File: src/rtl/pipe_stage_chain.sv
// Parametrised pipeline-register chain: DEPTH stages of WIDTH-bit payload with
// per-stage hold (propagated upstream), bubble insertion, flush and retire counting.

module pipe_stage_slot #(
    parameter int WIDTH = 16
) (
    input  logic             clock,
    input  logic             reset,
    input  logic             flush,
    input  logic             eff_hold,
    input  logic             up_hold,
    input  logic [WIDTH-1:0] up_data,
    input  logic             up_valid,
    output logic [WIDTH-1:0] data_q,
    output logic             valid_q,
    output logic             valid_d
);
    logic [WIDTH-1:0] data_d;

    always_comb begin
        data_d  = data_q;
        valid_d = valid_q;
        if (flush) begin
            data_d  = '0;
            valid_d = 1'b0;
        end else if (!eff_hold) begin
            // upstream frozen but we are free: emit a bubble instead of duplicating
            if (up_hold) begin
                data_d  = '0;
                valid_d = 1'b0;
            end else begin
                data_d  = up_data;
                valid_d = up_valid;
            end
        end
    end

    always_ff @(posedge clock) begin
        if (reset) begin
            data_q  <= '0;
            valid_q <= 1'b0;
        end else begin
            data_q  <= data_d;
            valid_q <= valid_d;
        end
    end
endmodule

module pipe_stage_chain #(
    parameter int WIDTH = 16,
    parameter int DEPTH = 4,
    parameter int CNT_W = 16
) (
    input  logic                       clock,
    input  logic                       reset,
    input  logic [WIDTH-1:0]           in_data,
    input  logic                       in_valid,
    output logic                       in_ready,
    input  logic [DEPTH-1:0]           hold,
    input  logic [DEPTH-1:0]           flush,
    output logic [WIDTH*DEPTH-1:0]     stage_data,
    output logic [DEPTH-1:0]           stage_valid,
    output logic [WIDTH-1:0]           out_data,
    output logic                       out_valid,
    output logic [$clog2(DEPTH+1)-1:0] inflight,
    output logic [CNT_W-1:0]           retired
);
    localparam int IW = $clog2(DEPTH+1);

    logic [DEPTH-1:0][WIDTH-1:0] data_q;
    logic [DEPTH-1:0][WIDTH-1:0] up_data;
    logic [DEPTH-1:0]            valid_q;
    logic [DEPTH-1:0]            valid_d;
    logic [DEPTH-1:0]            up_valid;
    logic [DEPTH-1:0]            up_hold;
    logic [DEPTH-1:0]            eff_hold;
    logic [IW-1:0]               inflight_d, inflight_q;
    logic [CNT_W-1:0]            retired_d, retired_q;
    logic                        retire;

    // a hold anywhere downstream freezes this stage too
    always_comb begin
        eff_hold = '0;
        for (int i = 0; i < DEPTH; i++)
            eff_hold[i] = |(hold >> i);
    end

    always_comb begin
        up_data    = '0;
        up_data[0] = in_data;
        for (int i = 1; i < DEPTH; i++)
            up_data[i] = data_q[i-1];
    end

    assign up_valid = {valid_q[DEPTH-2:0], in_valid};
    assign up_hold  = {eff_hold[DEPTH-2:0], 1'b0};

    for (genvar g = 0; g < DEPTH; g++) begin : g_stage
        pipe_stage_slot #(.WIDTH(WIDTH)) u_slot (
            .clock    (clock),
            .reset    (reset),
            .flush    (flush[g]),
            .eff_hold (eff_hold[g]),
            .up_hold  (up_hold[g]),
            .up_data  (up_data[g]),
            .up_valid (up_valid[g]),
            .data_q   (data_q[g]),
            .valid_q  (valid_q[g]),
            .valid_d  (valid_d[g])
        );
    end

    assign retire = valid_q[DEPTH-1] & ~eff_hold[DEPTH-1] & ~flush[DEPTH-1];

    always_comb begin
        inflight_d = '0;
        for (int i = 0; i < DEPTH; i++)
            inflight_d = inflight_d + IW'(valid_d[i]);
        retired_d = retired_q + CNT_W'(retire);
    end

    always_ff @(posedge clock) begin
        if (reset) begin
            inflight_q <= '0;
            retired_q  <= '0;
        end else begin
            inflight_q <= inflight_d;
            retired_q  <= retired_d;
        end
    end

    assign in_ready    = ~eff_hold[0];
    assign stage_data  = data_q;
    assign stage_valid = valid_q;
    assign out_data    = data_q[DEPTH-1];
    assign out_valid   = valid_q[DEPTH-1];
    assign inflight    = inflight_q;
    assign retired     = retired_q;
endmodule

File: config.mk
export PLATFORM = sky130hd
export DESIGN_NAME = pipe_stage_chain
export DESIGN_NICKNAME = d
export VERILOG_FILES = /design/src/rtl/pipe_stage_chain.sv
export SDC_FILE = /design/constraint.sdc
export NUM_CORES = 1
export LEC_CHECK = 0
export CAP_MARGIN = 20
export CORE_ASPECT_RATIO = 1.5
export CORE_MARGIN = 4
export CORE_UTILIZATION = 49
export CTS_CLUSTER_DIAMETER = 40
export CTS_CLUSTER_SIZE = 40
export DETAILED_ROUTE_END_ITERATION = 6
export HOLD_SLACK_MARGIN = 0.1
export PLACE_DENSITY = 0.94
export RECOVER_POWER = 50
export SYNTH_ARGS = -nofsm -noshare
export SYNTH_HDL_FRONTEND = slang
export SYNTH_HIERARCHICAL = 1
export SYNTH_SLANG_ARGS = --single-unit
File: constraint.sdc
create_clock -name clock -period 5.8 [get_ports clock]
set_clock_uncertainty 0.1 [all_clocks]
set_input_delay 1.16 -clock clock [delete_from_list [all_inputs] [get_ports clock]]
set_output_delay 1.16 -clock clock [all_outputs]
set_load 0.01 [all_outputs]
; Word-level counts from Yosys, hierarchy flattened
; Cells that the tools add are included.
[op_classes]
n_addsub = 4
n_mul = 0
div_mod_pow = 0
n_lt_le_gt_ge = 0
eq_ne = 0
shift = 0
muxes = 14
bitwise = 5
n_reduce_logical = 7
[op_table]
columns = op, n
row1 = 2-to-1 mux 16 bit, 3
row2 = adder 16 x 1 -> 16 bit, 1
row3 = 2-to-1 mux 1 bit, 11
row4 = OR reduction 2 bit, 5
row5 = OR reduction 4 bit, 1
row6 = adder 2 x 1 -> 3 bit, 1
row7 = adder 3 x 1 -> 3 bit, 1
row8 = NOT 1 bit, 3
row9 = OR reduction 3 bit, 1
row10 = adder 1 x 1 -> 2 bit, 1
row11 = bitwise AND 1 bit, 2
[word_totals]
ff_bits = 87
latch_bits = 0
mem_bits_rw = 0
rom_bits = 0
output_inout_bits = 105
wordCells = 40
n_memories = 0

; Longest topological paths before layout
[logic_depth]
word_depth = 7
depth_mapped = 11
depth_no_buf = 10

; Cells and area by module
; The synthesis kept the hierarchy.
[modules_own_cells]
columns = mod, instances, cells_each, area_each_um2, seq_area_each_um2
row1 = pipe_stage_slot, 4, 76, 694.4, 340.3
row2 = pipe_stage_chain, 1, 119, 1068.5, 380.4

; Least setup slack after synthesis
; No wires, ideal clock.
[synth_timing]
kind = input port to flip-flop
startpoint = input port hold[3]
endpoint = register inflight_q[1], in the netlist inflight[1]
t_arrival_ns = 3.860
t_required_ns = 5.572
setup_slack_ns = 1.712
stages = 10
n_path_buf = 0
path_cell_list = or3_1 > or2_1 > or3b_2 > a21oi_1 > inv_1 > fa_1 > inv_1 > ha_1 > ha_1 > nor2b_1
[synth_via]
elab_cells_between_ends = 17
cone_classes = add/sub: 3 / mux: 11 / reduce/logical: 3
[synth_lines]
columns = element, line_no
row1 = "start, declared", 59  ; input logic [DEPTH-1:0] hold,
row2 = OR reduction 4 bit, 85  ; eff_hold[i] = |(hold >> i);
row3 = net eff_hold[0], 76  ; logic [DEPTH-1:0] eff_hold;
row4 = 2-to-1 mux 1 bit, 26  ; end else if (!eff_hold) begin
row5 = 2-to-1 mux 1 bit, 23  ; if (flush) begin
row6 = net valid_d[0], 73  ; logic [DEPTH-1:0] valid_d;
row7 = adder 1 x 1 -> 2 bit, 118  ; inflight_d = inflight_d + IW'(valid_d[i]);
row8 = adder 2 x 1 -> 3 bit, 118
row9 = adder 3 x 1 -> 3 bit, 118
row10 = net inflight_d[1], 77  ; logic [IW-1:0] inflight_d, inflight_q;
row11 = "end signal, assigned", 127  ; inflight_q <= inflight_d;
row12 = "end, declared", 77
; The timed path passes the listed nets, and every way through them passes these cells.
; A chain may end at the register's enable or synchronous reset.

; Worst setup path after layout
[layout_timing]
startpoint = input port hold[3]
endpoint = output port in_ready
[layout_via]
elab_chain_len = 2
[layout_rtl]
columns = element, line_no
row1 = OR reduction 4 bit, 85
row2 = net eff_hold[0], 76
row3 = NOT 1 bit, 132  ; assign in_ready = ~eff_hold[0];
row4 = "end, declared", 58  ; output logic in_ready,
; The timed path passes the listed nets, and every way through them passes these cells.

==> results.json <==
{
  "setup_tns_ns": 0,
  "grt_pass1_wl_um": 15300,
  "synth-xor-area-share": 0.00683,
  "routed_wl_um": 9540,
  "antenna_left": 0,
  "cap_violations": 0,
  "antenna_found_initial": 0,
  "clock_sinks": 87,
  "swShare": 0.210,
  "ys_seq_area_frac": 0.453,
  "cts_setup_buffers": 0,
  "syn_inst": 423,
  "clk_latency_ns": 0.33,
  "startpoint_type": "primary input",
  "slew_viol_final": 0,
  "synth_top_family_by_area": "simple AND/OR/NAND/NOR gates",
  "p_int_w": 0.000908,
  "hold_class": "flip-flop to flip-flop",
  "powerDensity_nw_per_um2": 218,
  "fin_crit_sh": 0.765,
  "hold_violations": 0,
  "layout-drive-gt1-share": 0.0818,
  "drt_iter0_markers": 145,
  "path_class": "primary input to output port",
  "vdd_drop_max_mv": 0.194,
  "core-area_um2": 7610,
  "yosys.area_share.simple": 0.299,
  "fin_crit_ns": 4.43,
  "synth-seq-cells": 87,
  "cp-end-kind": "output port",
  "status": "finished, final reports clean",
  "overflow": 0,
  "n_fill_cell": 567,
  "ys_types": 31,
  "setup_viol": 0,
  "syn_to_final_growth_pct": 37.3,
  "final.setup.worst_slack_ns": 1.37,
  "vias_per_cell": 5.21,
  "wire_per_inst_um": 14.9,
  "drc": 0,
  "die_area_um2": 9360,
  "die_w_um": 80.3,
  "nNetsFinal": 566,
  "clock_tree.root_cell": "clkbuf_16",
  "first_pass_iters": 6,
  "final-seq-area_um2": 1740,
  "rsz0062_at_grt": "no",
  "grt_pass1_vias": 3326,
  "dp_hpwl_um": 7040,
  "grt_start_max_net_pins": 52,
  "antenna_cells": 0,
  "track_usage": 0.209,
  "place.gp.congestion": 0.796,
  "routed-via-count": 3336,
  "cts.reportedPaths.clkPinSlew_ns": 0.05,
  "required_ns": 4.54,
  "multi_input_area_um2": 1770,
  "p_leak_nw": 2.05,
  "ctsResizeCount": 0,
  "clkPwrFrac": 0.436,
  "fp-row-count": 39,
  "tightest_slew_ns": 1.19,
  "switchingPower_w": 0.000242,
  "synth-compound-area-share": 0.115,
  "clockBufferDepth": 2,
  "synthAdderAreaFrac": 0.0215,
  "cts_buffers": 9,
  "avgSynthCellArea_um2": 9.09,
  "cp_max_fo": 49,
  "synth_mux_area_frac": 0.0117,
  "cts_htree_levels": 3,
  "max_freq_mhz": 226,
  "finish.utilization": 0.694,
  "io_buffers": 131,
  "cts_hold_buffers": 0,
  "cp.arrival_ns": 3.17,
  "place_ws_ns": 1.37,
  "yosysWarnings": 6,
  "p_comb_frac": 0.043,
  "cts_tree": "yes",
  "netlist_area_um2": 3850,
  "io_pins": 132,
  "pwr-share-seq": 0.521,
  "maxSlewHeadroom": 0.208,
  "start_util": 0.505,
  "fp.dieH_um": 117
}
-- through the flow --
stage | std cells | hold WS [ns] | power [W] | area [um2]
6_report | 640 | 0.370 | 0.00115 | 5280
2_1_floorplan | 430 | 0.384 | 0.000642 | 3870
3_5_place_dp | 624 | 0.365 | 0.000661 | 5030
3_3_place_gp | 624 | 0.352 | 0.000660 | 5030
5_1_grt | 640 | 0.397 | 0.00119 | 5280
4_1_cts | 640 | 0.375 | 0.00116 | 5290
-- layout make-up --
type                       count  area share
multi-input combinational    289       0.336
sequential                    87       0.330
timing repair buffer         135       0.253
clock buffer                  12      0.0448
tap                          102      0.0242
inverter                      11     0.00782
clock inverter                 4     0.00426
-- path summary, 6_finish.rpt --
kind	from	endpoint	slack, ns	depth (start not counted)
worst min-delay path	g_stage[0].u_slot/data_q[11]	g_stage[0].u_slot/data_q[11]	0.37	2
worst min register to register	g_stage[0].u_slot/data_q[11]	g_stage[0].u_slot/data_q[11]	0.37	2
worst max register to register	g_stage[0].u_slot/valid_q	inflight[1]	3.39	8
worst max-delay path	hold[3]	in_ready	1.37	6
-- power by group through the flow --
stage               clock network, W  registers (W)  logic [W]
CTS                         0.000512       0.000599  0.0000499
detailed placement                 0       0.000612  0.0000494
global route                0.000532       0.000598  0.0000550
finish                      0.000501       0.000599  0.0000497
global placement                   0       0.000612  0.0000479
floorplan                          0       0.000612  0.0000305
-- critical path: stages --
cell and delay, ns:
clkdlybuf4s50_1 0.46, or3_1 0.41, or2_1 0.26, buf_4 0.26, inv_1 0.09, clkdlybuf4s50_1 0.53
-- cell usage after synthesis --
cell type	count	area, um2
o21ai_0	3	15.0
or4_1	4	30.0
nor2b_1	8	50.1
clkbuf_1	2	7.51
nand3_1	5	25.0
nor3b_1	1	7.51
mux2_1	4	45.0
buf_6	8	90.1
nor4_1	4	25.0
nand4_4	2	42.5
or3b_1	48	420
nand2_1	70	263
ha_1	5	62.6
clkinv_1	2	7.51
fa_1	1	20.0
buf_2	12	60.1
conb_1	1	3.75
o31ai_1	4	30.0
nor2_1	8	30.0
xnor2_1	1	8.76
or3b_2	20	175
nand4_2	1	12.5
or3_1	4	25.0
or2_2	5	31.3
buf_4	21	158
inv_1	9	33.8
dfxtp_1	87	1740
nand4_1	1	6.26
or2_1	1	6.26
a21oi_1	79	395
xor2_1	2	17.5
-- cells by family after synthesis --
family / Yosys count
multiplexers: 4
other: 1
buffers and inverters: 54
adder cells (fa/ha/maj): 6
AO/OA/AOI/OAI: 86
AND/OR/NAND/NOR: 182
XOR/XNOR: 3
flip-flops: 87
-- routing by layer --
| layer | vias up | track usage | routed length, um |
|---|---|---|---|
| met5 | - | 0 | 0 |
| met4 | 0 | 0.100 | 240 |
| met3 | 16 | 0.0386 | 443 |
| met2 | 94 | 0.397 | 5380 |
| met1 | 1573 | 0.215 | 3480 |
| li1 | 1653 | - | - |
-- state kept, by name, summed over array words and instances (netlist names) --
signal	count
g_stage.u_slot/valid_q	4
inflight	3
retired	16
g_stage.u_slot/data_q	64
-- cells in the final DEF (no fill, tap or decap), types with 5 or more instances in the layout --
cell type         n
a21oi_1          79
clkbuf_16         9
clkdlybuf4s50_1  36
conb_1            8
dfxtp_1          87
dlygate4sd3_1    95
ha_1              5
inv_1             9
nand2_1          70
nand3_1           5
nor2_1            8
nor2b_1           8
or2_2             5
or3b_1           48
or3b_2           20
Power figures use the tool's default switching activity.
==> RTL change (same flow settings) <==
`WIDTH` is set to 16 in 2 places; all go to 24.
--- a/src/rtl/pipe_stage_chain.sv
+++ b/src/rtl/pipe_stage_chain.sv
@@ -2,7 +2,7 @@
 // per-stage hold (propagated upstream), bubble insertion, flush and retire counting.
 
 module pipe_stage_slot #(
-    parameter int WIDTH = 16
+    parameter int WIDTH = 24
 ) (
     input  logic             clock,
     input  logic             reset,
@@ -47,7 +47,7 @@
 endmodule
 
 module pipe_stage_chain #(
-    parameter int WIDTH = 16,
+    parameter int WIDTH = 24,
     parameter int DEPTH = 4,
     parameter int CNT_W = 16
 ) (
Interface: changed (resized in_data, out_data and stage_data); port bits go from 132 to 180. No check against the original RTL was run, so the function may have changed too.
==> RTL change against the original RTL <==
  * The run now ends with capacitance limit, slew limit left
  * Final cell count rose by 36%
  * Power rose by 71%
  * Cell area rose by 39%
  * Sequential cell count rose by 32
  * Area after synthesis rose by 34%
  * Routed wire length rose by 44%
  * Sequential power rose by 37%
  * Worst setup slack got worse by 0.17 ns
==> RTL change: results (changes against the original RTL) <==
stage,metric,value,unit,change
place,# port buffers,179,,was 131
clock_network,total CTS buffers,17,,was 9
setup_path,CP max stage cell,or2_2,,was clkdlybuf4s50_1
power_and_ir_drop,worst vdd ir,0.2223,mV,was 0.1939 mV
routing,via count,4567,,was 3336
global_routing,GR Util All Layers,0.2270,,was 0.2087
synth,Commonest cells post-synth,"dfxtp_1 (119), a21oi_1 (111), nand2_1 (102)",,"was dfxtp_1 (87), a21oi_1 (79), nand2_1 (70)"
timing,Slew Limit Fails,53,,was 0
power_and_ir_drop,Leakage Power,0.002836,uW,was 0.002052 uW
clock_network,Post-CTS Resized,0,,unchanged
routing,final wirelength,13.78,mm,was 9.537 mm
setup_path,Max Fanout on Critical Path,43,,was 49
place,gpl congestion,0.8085,,was 0.7958
timing,Worst-Margin Slew,1.767,ns,was 1.188 ns
global_routing,vias in the first global route,4493,,was 3326
global_routing,first-pass GRT wire length,22.26,mm,was 15.30 mm
final_layout,layout cell share with drive strength beyond 1,0.05213,,was 0.08178
job,Max Cap Viol,1,,was 0
setup_path,Worst EP arrival,3.35,ns,was 3.17 ns
place,Cells after DPL,838,,was 624
final_layout,Final nets,757,,was 566
place,worst slack at placement,1.027,ns,was 1.369 ns
clock_network,Clock Tree Root,clkbuf_16,,unchanged
routing,first drt pass iteration count,5,,was 6
synth,Synth area leaders,"dfxtp_1 (46%), or3b_1 (17%), a21oi_1 (11%)",,"was dfxtp_1 (45%), or3b_1 (11%), a21oi_1 (10%)"
final_layout,number of flip-flops in the largest register,96,,was 64
setup_path,r2r setup slk,3.40,ns,was 3.39 ns
clock_network,Clock Path Buffers,2,,unchanged
synth,Synth warnings,6,,unchanged
setup_path,Max stage delay on crit path,0.55,ns,was 0.53 ns
setup_path,worst reg2reg path depth,6,,was 8
place,"Cell Area, Placed",6754,sq um,was 5026 sq um
global_routing,largest net degree at the start of global routing,76,,was 52
timing,Final period util,0.7944,,was 0.7646
routing,initial DRC count,345,,was 145
synth,sequential-to-total area share from yosys stat,0.4628,,was 0.4528
place,dpl hpwl,9.878,mm,was 7.043 mm
run_status,status,"finished, violations left",,was finished clean
run_status,violated checks,"capacitance limit, slew limit",,
synth,synth unique cells,31,,unchanged
final_layout,Ant. Diodes,0,,unchanged
clock_network,"Clk Latency, worst-skew pair",0.40,ns,was 0.33 ns
synth,Post-Synthesis Cells,575,,was 423
routing,Wirelength per Cell,15.84,microns,was 14.90 microns
clock_network,H-tree depth,4,,was 3
hold_path,hold crit path type,reg2reg,,unchanged
==> RTL change: critical path, delay by kind of cell <==
kind,cells,cell delay [ns]
buffers and inverters,3,1.09
and+or+nand+nor,2,1.09
==> RTL change: logic make-up after synthesis <==
kind of cell    share of synthesized area
compound gates                     0.1167
xor+xnor                         0.005105
fa+ha+maj                         0.01604
buf+inv                           0.08872
flops                              0.4628
mux                              0.008750
other cells                     0.0007285
simple gates                       0.3012
==> RTL change: area by class of cell <==
| class | count | area (sq um) |
|---|---|---|
| sequential | 119 | 2382 |
| timing repair buffer | 183 | 1818 |
| tap | 141 | 176.4 |
| fill | 740 | 2826 |
| clock inverter | 10 | 150.1 |
| clock buffer | 22 | 464.2 |
| inverter | 11 | 41.29 |
| multi-input combinational | 384 | 2332 |
==> RTL change: final timing paths <==
kind | from | endpoint
hold reg to reg | g_stage[0].u_slot/data_q[18] | g_stage[0].u_slot/data_q[18]
hold / removal | g_stage[0].u_slot/data_q[18] | g_stage[0].u_slot/data_q[18]
setup reg to reg | g_stage[3].u_slot/valid_q | retired[12]
setup / recovery | hold[3] | in_ready
==> RTL change: layer usage <==
layer	share of wire	global-route usage
met2	0.51	0.3819
met4	0.045	0.1317
met3	0.068	0.07514
met5	0	0
met1	0.38	0.2468
==> RTL change: stage by stage <==
step           hold slack [ns]  utilization
5_1_grt                 0.3897       0.7227
2_1_floorplan           0.3832            -
3_3_place_gp            0.3522       0.6627
6_report                0.3702       0.7227
4_1_cts                 0.3722       0.7230
3_5_place_dp            0.3612       0.6627
==> RTL change: power breakdown <==
group | internal, uW | leakage, uW | total [uW] | switching, uW
logic | 27.7 | 0.00157 | 66.1 | 38.4
clock network | 736 | 0.000307 | 1080 | 341
registers | 820 | 0.000958 | 820 | 0.635
total | 1580 | 0.00284 | 1960 | 380
